[src/rtl/hex_display_scan.sv]
// ============================================================================
// Module  : hex_display_scan
// Brief   : Time-multiplexed hex driver for common-anode 7-segment displays
//           with shadow registers, decimal points and leading-zero blanking.
// Revision: 1.0 - initial release
// ============================================================================
`default_nettype none

module hex_display_scan #(
  parameter int NUM_DIGITS  = 4,
  parameter int REFRESH_DIV = 50000,
  parameter int SEG_ACT_LOW = 1
) (
  input  logic                    clk,
  input  logic                    rst,
  input  logic [4*NUM_DIGITS-1:0] value,
  input  logic [NUM_DIGITS-1:0]   dp_in,
  input  logic                    load,
  input  logic                    enable,
  input  logic                    blank_lz,
  output logic [7:0]              seg_out,
  output logic [NUM_DIGITS-1:0]   an_out,
  output logic                    frame_done
);

  localparam int IDX_W = (NUM_DIGITS > 1) ? $clog2(NUM_DIGITS) : 1;
  localparam int CNT_W = $clog2(REFRESH_DIV);
  localparam logic [7:0] C_SEG_OFF = (SEG_ACT_LOW != 0) ? 8'hFF : 8'h00;

  logic [4*NUM_DIGITS-1:0] r_val;
  logic [NUM_DIGITS-1:0]   r_dp;
  logic [CNT_W-1:0]        r_cnt;
  logic [IDX_W-1:0]        r_idx;

  logic                    w_cnt_end;
  logic                    w_idx_end;
  logic [3:0]              w_nib;
  logic [6:0]              w_glyph;
  logic                    w_blank;
  logic [7:0]              w_seg_al;
  logic [7:0]              w_seg;
  logic [NUM_DIGITS-1:0]   w_an;
  logic [NUM_DIGITS:0]     w_zero;

  assign w_cnt_end = (r_cnt == CNT_W'(REFRESH_DIV - 1));
  assign w_idx_end = (r_idx == IDX_W'(NUM_DIGITS - 1));
  assign w_nib     = r_val[{r_idx, 2'b00} +: 4];

  // w_zero[i]: digit i and every digit above it show nothing (nibble 0, no dp)
  assign w_zero[NUM_DIGITS] = 1'b1;
  generate
    for (genvar i = 0; i < NUM_DIGITS; i++) begin : g_lz
      assign w_zero[i] = w_zero[i+1] & (r_val[4*i +: 4] == 4'h0) & ~r_dp[i];
    end
  endgenerate

  assign w_blank = blank_lz & (r_idx != '0) & w_zero[r_idx];

  always_comb begin
    w_glyph = 7'h7F;
    case (w_nib)
      4'h0: w_glyph = 7'h40;
      4'h1: w_glyph = 7'h79;
      4'h2: w_glyph = 7'h24;
      4'h3: w_glyph = 7'h30;
      4'h4: w_glyph = 7'h19;
      4'h5: w_glyph = 7'h12;
      4'h6: w_glyph = 7'h02;
      4'h7: w_glyph = 7'h78;
      4'h8: w_glyph = 7'h00;
      4'h9: w_glyph = 7'h10;
      4'hA: w_glyph = 7'h08;
      4'hB: w_glyph = 7'h03;
      4'hC: w_glyph = 7'h46;
      4'hD: w_glyph = 7'h21;
      4'hE: w_glyph = 7'h06;
      4'hF: w_glyph = 7'h0E;
      default: w_glyph = 7'h7F;
    endcase
  end

  always_comb begin
    w_an        = '1;
    w_an[r_idx] = 1'b0;
  end

  assign w_seg_al = w_blank ? 8'hFF : {~r_dp[r_idx], w_glyph};
  assign w_seg    = (SEG_ACT_LOW != 0) ? w_seg_al : ~w_seg_al;

  // Outputs follow the index registered on the previous edge, so a load that
  // coincides with an index advance is already visible on the new digit.
  always_ff @(posedge clk or posedge rst) begin
    if (rst) begin
      r_val      <= '0;
      r_dp       <= '0;
      r_cnt      <= '0;
      r_idx      <= '0;
      an_out     <= '1;
      seg_out    <= C_SEG_OFF;
      frame_done <= 1'b0;
    end else begin
      if (load) begin
        r_val <= value;
        r_dp  <= dp_in;
      end
      if (enable) begin
        an_out     <= w_an;
        seg_out    <= w_seg;
        frame_done <= w_cnt_end & w_idx_end;
        if (w_cnt_end) begin
          r_cnt <= '0;
          r_idx <= w_idx_end ? '0 : r_idx + IDX_W'(1);
        end else begin
          r_cnt <= r_cnt + CNT_W'(1);
        end
      end else begin
        an_out     <= '1;
        seg_out    <= C_SEG_OFF;
        frame_done <= 1'b0;
      end
    end
  end

endmodule

`default_nettype wire

[config.mk]
export PLATFORM = sky130hd
export DESIGN_NAME = hex_display_scan
export DESIGN_NICKNAME = d
export VERILOG_FILES = /design/src/rtl/hex_display_scan.sv
export SDC_FILE = /design/constraint.sdc
export NUM_CORES = 1
export LEC_CHECK = 0
export ABC_CLOCK_PERIOD_IN_PS = 2440
export BUFFER_PORTS_ARGS = -buffer_cell sky130_fd_sc_hd__buf_4
export CORE_ASPECT_RATIO = 0.7
export CORE_MARGIN = 3
export CORE_UTILIZATION = 40
export DETAILED_ROUTE_END_ITERATION = 16
export HOLD_SLACK_MARGIN = 0.15
export PLACE_DENSITY_LB_ADDON = 0.12
export SYNTH_ARGS = -nofsm -noshare
export SYNTH_HDL_FRONTEND = slang
export SYNTH_SLANG_ARGS = --single-unit
[constraint.sdc]
create_clock -name clk -period 2.44 [get_ports clk]
set_input_delay 0 -clock clk [delete_from_list [all_inputs] [get_ports clk]]
set_output_delay 0 -clock clk [all_outputs]
set_load 0.005 [all_outputs]
* Word level (Yosys, flattened, before mapping)
Memories as Yosys holds them, arrays and structs flattened.
Cells that the tools add are included.
** Word-level totals
- Register bits after elaboration :: 51
- ROM bits :: 112
- Word-level logic and storage cells :: 51
- Memories kept :: 1
** Operators by class
- Add/subtract/negate cells :: 2
- Magnitude comparators :: 3
- Equal/unequal tests :: 2
- Shift operators :: 1
- Multiplexer cells :: 12
- Bitwise operators :: 16
- Reductions and logical operators :: 7
** Memories
- (no name shown) :: words 16, bits a word 7, read ports 1, clocked after memory_dff 0, write ports 0, RTL line 61 : case (w_nib)
** Operators by type and width (count)
- adder 16 x 1 -> 16 bit, second input constant :: 1
- equality test 16 bit, second input constant :: 1
- logical NOT 4 bit :: 4
- 2-to-1 mux 16 bit :: 1
- 2-to-1 mux 8 bit :: 2
- indexed part select 16 x 5 -> 4 bit :: 1
- bitwise AND 1 bit :: 10
- inverter 1 bit :: 5
- binary-select mux 1 bit (select 2 bit) :: 2
- less-than comparator 2 x 4 -> 1 bit, second input constant :: 1
- 2-to-1 mux 1 bit :: 4
- 2-to-1 mux 4 bit :: 1
- inverter 4 bit :: 1
- less-than comparator 2 x 3 -> 1 bit, second input constant :: 1
- adder 2 x 1 -> 2 bit, second input constant :: 1
- demux 1 bit (select 2 bit) :: 1
- equality test 2 bit, second input constant :: 1
- >= comparator 2 x 1 -> 1 bit, second input constant :: 1
- 2-to-1 mux 2 bit :: 1
- AND reduction 2 bit :: 1
- nonzero test 2 bit :: 1
- logical AND 1 bit :: 1

* Logic depth before layout (Yosys ltp)
- Word-level depth :: 13
- Mapped depth :: 8
- Gate-level depth less buffers :: 7

* Worst setup path before layout
No wires, ideal clock.
- Kind :: register -> register
- From :: reg r_idx[1]
- To :: reg seg_out[3]
- Data arrival time :: 1967 ps
- Path slack :: 378 ps
- Stages on the path, launching flop included :: 9
- Buffers on the path :: 1
- Period minus slack after synthesis :: 2062 ps
- Cells stage by stage :: dfrtp_1 > buf_6 > mux4_1 > inv_1 > ha_1 > inv_1 > mux4_2 > clkinv_1 > nand2_1
** On the way
- Cells in the longest elaborated chain, start to end :: 5
- Elaborated cells between the ends (all ways) :: 9
- Those cells by class :: 1 x shift; 4 x mux; 2 x bitwise; 1 x reduce/logical; 1 x memory
** RTL lines
- from (decl) :: RTL line 33 : logic [IDX_W-1:0] r_idx;
- from (signal assigned) :: RTL line 112 : r_idx <= w_idx_end ? '0 : r_idx + IDX_W'(1);
- parallel branches: the longest is 3 deep, another holds memory read (16 x 7 bit)
- 2-to-1 mux 8 bit * :: RTL line 87 : assign w_seg_al = w_blank ? 8'hFF : {~r_dp[r_idx], w_glyph};
- 2-to-1 mux 8 bit * :: RTL line 106 : if (enable) begin
- to (signal assigned) :: RTL line 108 : seg_out <= w_seg;
- to (decl) :: RTL line 21 : output logic [7:0] seg_out,
Every way passes the cells marked *. The select of a mux whose other input is x is not followed.
A chain may end at the register's enable or synchronous reset.

* Final worst setup path
Ends and elaborated chain as after synthesis.

==> summary.txt <==
Outcome
  • Status: complete, no violations

Final layout
  • Fillers: about 520
  • Nets: between 300 and 400
  • Most frequent cells in the layout: buf_4 (41), dfrtp_1 (39), dlygate4sd3_1 (24), nand2_1 (23), mux2_2 (19)
  • Ant diodes: 0
  • Area Overhead vs Synth: 27.5%
  • Most common cell after layout, fill and taps aside: buf_4
  • Share of post-route cells with drive strength above 1: 0.296

Clocking
  • Post-CTS Setup Bufs: 0
  • CTS tree: done
  • H-tree lvl count: 2
  • Maximum clock path buffer count: 2
  • Clock sinks: 51
  • Clk root buf: clkbuf_8
  • Num CTS Buffers: 5
  • Post-cts sizing count: 0
  • Worst-Skew Late Latency: 0.30 ns
  • Clk pin slew, worst setup/hold paths: about 0.10 ns

Global routing
  • Largest net degree at the start of global routing: between 40 and 50
  • Vias in the first global route: 1,742
  • First-pass GRT wire length: approximately 9 mm
  • Initial antenna violation count: 0
  • Gr ovfl total: 0
  • GRT Util Overall: 0.158

Place
  • IO Port Bufs: 37
  • Dpl hpwl: approximately 3.7 mm
  • Worst slack at placement: 0.264 ns
  • Routability Congestion: approximately 0.76

STA
  • Max_slew headroom: 0.359
  • Post-route setup TNS: 0 ns
  • Setup Skew: about 0.013 ns
  • Max Transition Viols Final: 0
  • Setup violations, final: 0
  • Fin crit share: 0.888
  • Fin. Hold Viols: 0
  • Fin crit period: ~2.2 ns
  • Worst Max-Slew Pin Slew: 0.960 ns
  • Final setup margin: approximately 0.27 ns
  • F_max: 0.461 GHz
  • Unrepaired setup endpoints after global routing: false

Power
  • Comb power frac: 0.188
  • Sw frac: 0.268
  • Leakage Power: ~1.4 nW
  • Total power: between 2 and 2.5 mW
  • Max VDD drop: roughly 0.00029 V
  • PD cells: about 630 mW/mm2
  • Internal power: 1.48 mW
  • NetSw: around 540 uW
  • Clock power frac: 0.286
  • Flop pwr share: 0.526

Die
  • Ports: 38
  • Core Area: between 0.005 and 0.006 mm2
  • Chip Width: approximately 100 um
  • Die Area: 0.00729 mm2
  • Starting Density: 0.427
  • # rows: 23
  • Die H: 72.4 um

Setup path
  • CP required: 2.65 ns
  • CP Cell Sequence: mux4_1 > inv_1 > ha_1 > inv_1 > mux4_2 > clkinv_1 > nand2_1
  • Largest stage delay, worst path: 0.70 ns
  • CP Class: flip-flop to flip-flop
  • WP data arrival: ~2.4 ns
  • CP Launch Type: flip-flop
  • Crit-path slowest cell: mux4_1
  • Max Fanout on Critical Path: 6
  • CP Capture Type: flip-flop
  • R2r setup slk: ~0.27 ns
  • Crit path top cell by count: inv_1

Yosys
  • Library cells used by synthesis: 38
  • Multiplexer share of the synthesized area: 0.169
  • Seq cells post-synth: 51
  • Adder-Cell Fraction of Synth Area: 0.0547
  • Post-Synthesis Cells: roughly 210
  • Cell area after synthesis: ~0.0025 mm2
  • Synth Area in XOR/XNOR: 0.0522
  • Syn_area_per_cell: about 12 um2
  • Post-synthesis simple-gate area fraction: 0.140
  • Syn. warnings: 0
  • Compound-Gate Fraction of Synth Area: 0.0328
  • Post-synthesis sequential area ratio: 0.513
  • Syn_nets: about 250
  • Main combinational cell family by area after synthesis: multiplexers

Routing
  • DRT antenna net count: 0
  • Drt first pass iters: 4
  • Drt via density: ~5
  • Via count: 1,758
  • Drt first-iter violations: 126
  • Routed WL per cell: 15.0 um
  • DRT Wirelength: 5.27 mm
  • Post-route DRC: 0

Hold path
  • Tightest Hold Check Type: input port to flip-flop

Flow run
  • Max-cap violations: 0
## registers in the layout, summed over array words and instances, names as in the netlist
| signal | flops |
|---|---|
| an_out | 4 |
| frame_done | 1 |
| r_cnt | 16 |
| r_dp | 4 |
| r_idx | 2 |
| r_val | 16 |
| seg_out | 8 |
## power by group through the flow
| stage | Sequential (mW) | Clock [mW] | Combinational, mW |
|---|---|---|---|
| after floorplan | 1.05 | 0 | 0.248 |
| after detailed placement | 1.08 | 0 | 0.350 |
| after CTS | 1.07 | 0.600 | 0.383 |
| after global routing | 1.08 | 0.634 | 0.421 |
| after global placement | 1.08 | 0 | 0.345 |
| final | 1.07 | 0.580 | 0.380 |
## cells by family after synthesis
kind of cell             after synthesis
multiplexers                          31
buffers and inverters                 19
XOR/XNOR                              15
flip-flops                            51
adder cells (fa/ha/maj)               11
AND/OR/NAND/NOR                       72
AO/OA/AOI/OAI                         13
## cells in the mapped netlist
library cell  instances  area share
dfrtp_1              39        0.39
nand2_1              23       0.034
mux2_2               19       0.085
nor2_1               16       0.024
dfstp_2              12        0.13
ha_1                 11       0.055
inv_1                10       0.015
nand3_1               8       0.016
xnor2_1               8       0.028
xor2_1                7       0.024
mux2i_1               6       0.024
nor3_1                6       0.012
nand4_1               5       0.012
clkbuf_1              4      0.0060
mux4_1                4       0.042
o21ai_0               4      0.0080
nor4_1                3      0.0075
a21oi_1               2      0.0040
and3_1                2      0.0050
buf_6                 2      0.0090
mux4_2                2       0.018
nand3b_1              2      0.0060
o211ai_1              2      0.0060
a311oi_1              1      0.0035
a31oi_1               1      0.0025
and2_2                1      0.0030
buf_2                 1      0.0020
clkbuf_8              1      0.0055
clkinv_1              1      0.0015
nand2b_1              1      0.0025
nor3b_1               1      0.0030
nor4b_1               1      0.0035
nor4bb_1              1      0.0040
o2111ai_1             1      0.0035
o21ai_1               1      0.0020
o221ai_1              1      0.0035
or4_1                 1      0.0030
or4b_1                1      0.0040
## path summary, 6_finish.rpt
check,from,to,depth (start not counted)
max,r_idx[1],seg_out[3],7
min,load,r_val[6],2
max reg2reg,r_idx[1],seg_out[3],7
min reg2reg,r_cnt[10],r_cnt[10],1
max in group asynchronous,rst,seg_out[4],4
min in group asynchronous,rst,r_dp[2],3
## worst max-delay path, delay by kind of cell (launching register included)
kind,cells,cell delay [ns]
and+or+nand+nor,1,0.04
DFF,1,0.46
adders and majority gates,1,0.15
buffers and inverters,3,0.27
muxes,2,1.15
## per-stage QoR
stage | cells | util | instance area (um2) | hold slack, ns
after floorplan | 212 | - | 2520 | 0.121
after global placement | 320 | 0.485 | 2860 | 0.230
after detailed placement | 320 | 0.485 | 2860 | 0.216
after CTS | 352 | 0.544 | 3210 | 0.167
after global routing | 352 | 0.544 | 3210 | 0.173
final | 352 | 0.544 | 3210 | 0.175
## what timing repair did
action | in CTS | in global routing
hold buffers | 24 | 0
endpoints found under the hold margin | 66 | 0
endpoints found under the setup margin | 0 | 0
## per-layer routing
metal | vias to the layer above | track usage | wire (um)
met3 | 2 | 0.0375 | 263
met5 | - | 0 | 0
met1 | 853 | 0.249 | 2750
met2 | 32 | 0.220 | 2240
li1 | 871 | - | -
met4 | 0 | 0.0314 | 22
## final cells by class
type / count / area [um2] / area share
Tap cell: 75 / 93.8 / 0.0293
Clock inverter: 1 / 30.0 / 0.00936
Sequential cell: 51 / 1290 / 0.402
Clock buffer: 7 / 76.3 / 0.0238
Inverter: 11 / 41.3 / 0.0129
Multi-Input combinational cell: 142 / 1130 / 0.351
Timing Repair Buffer: 65 / 548 / 0.171
Note: power is estimated with default switching activity, not from simulation.
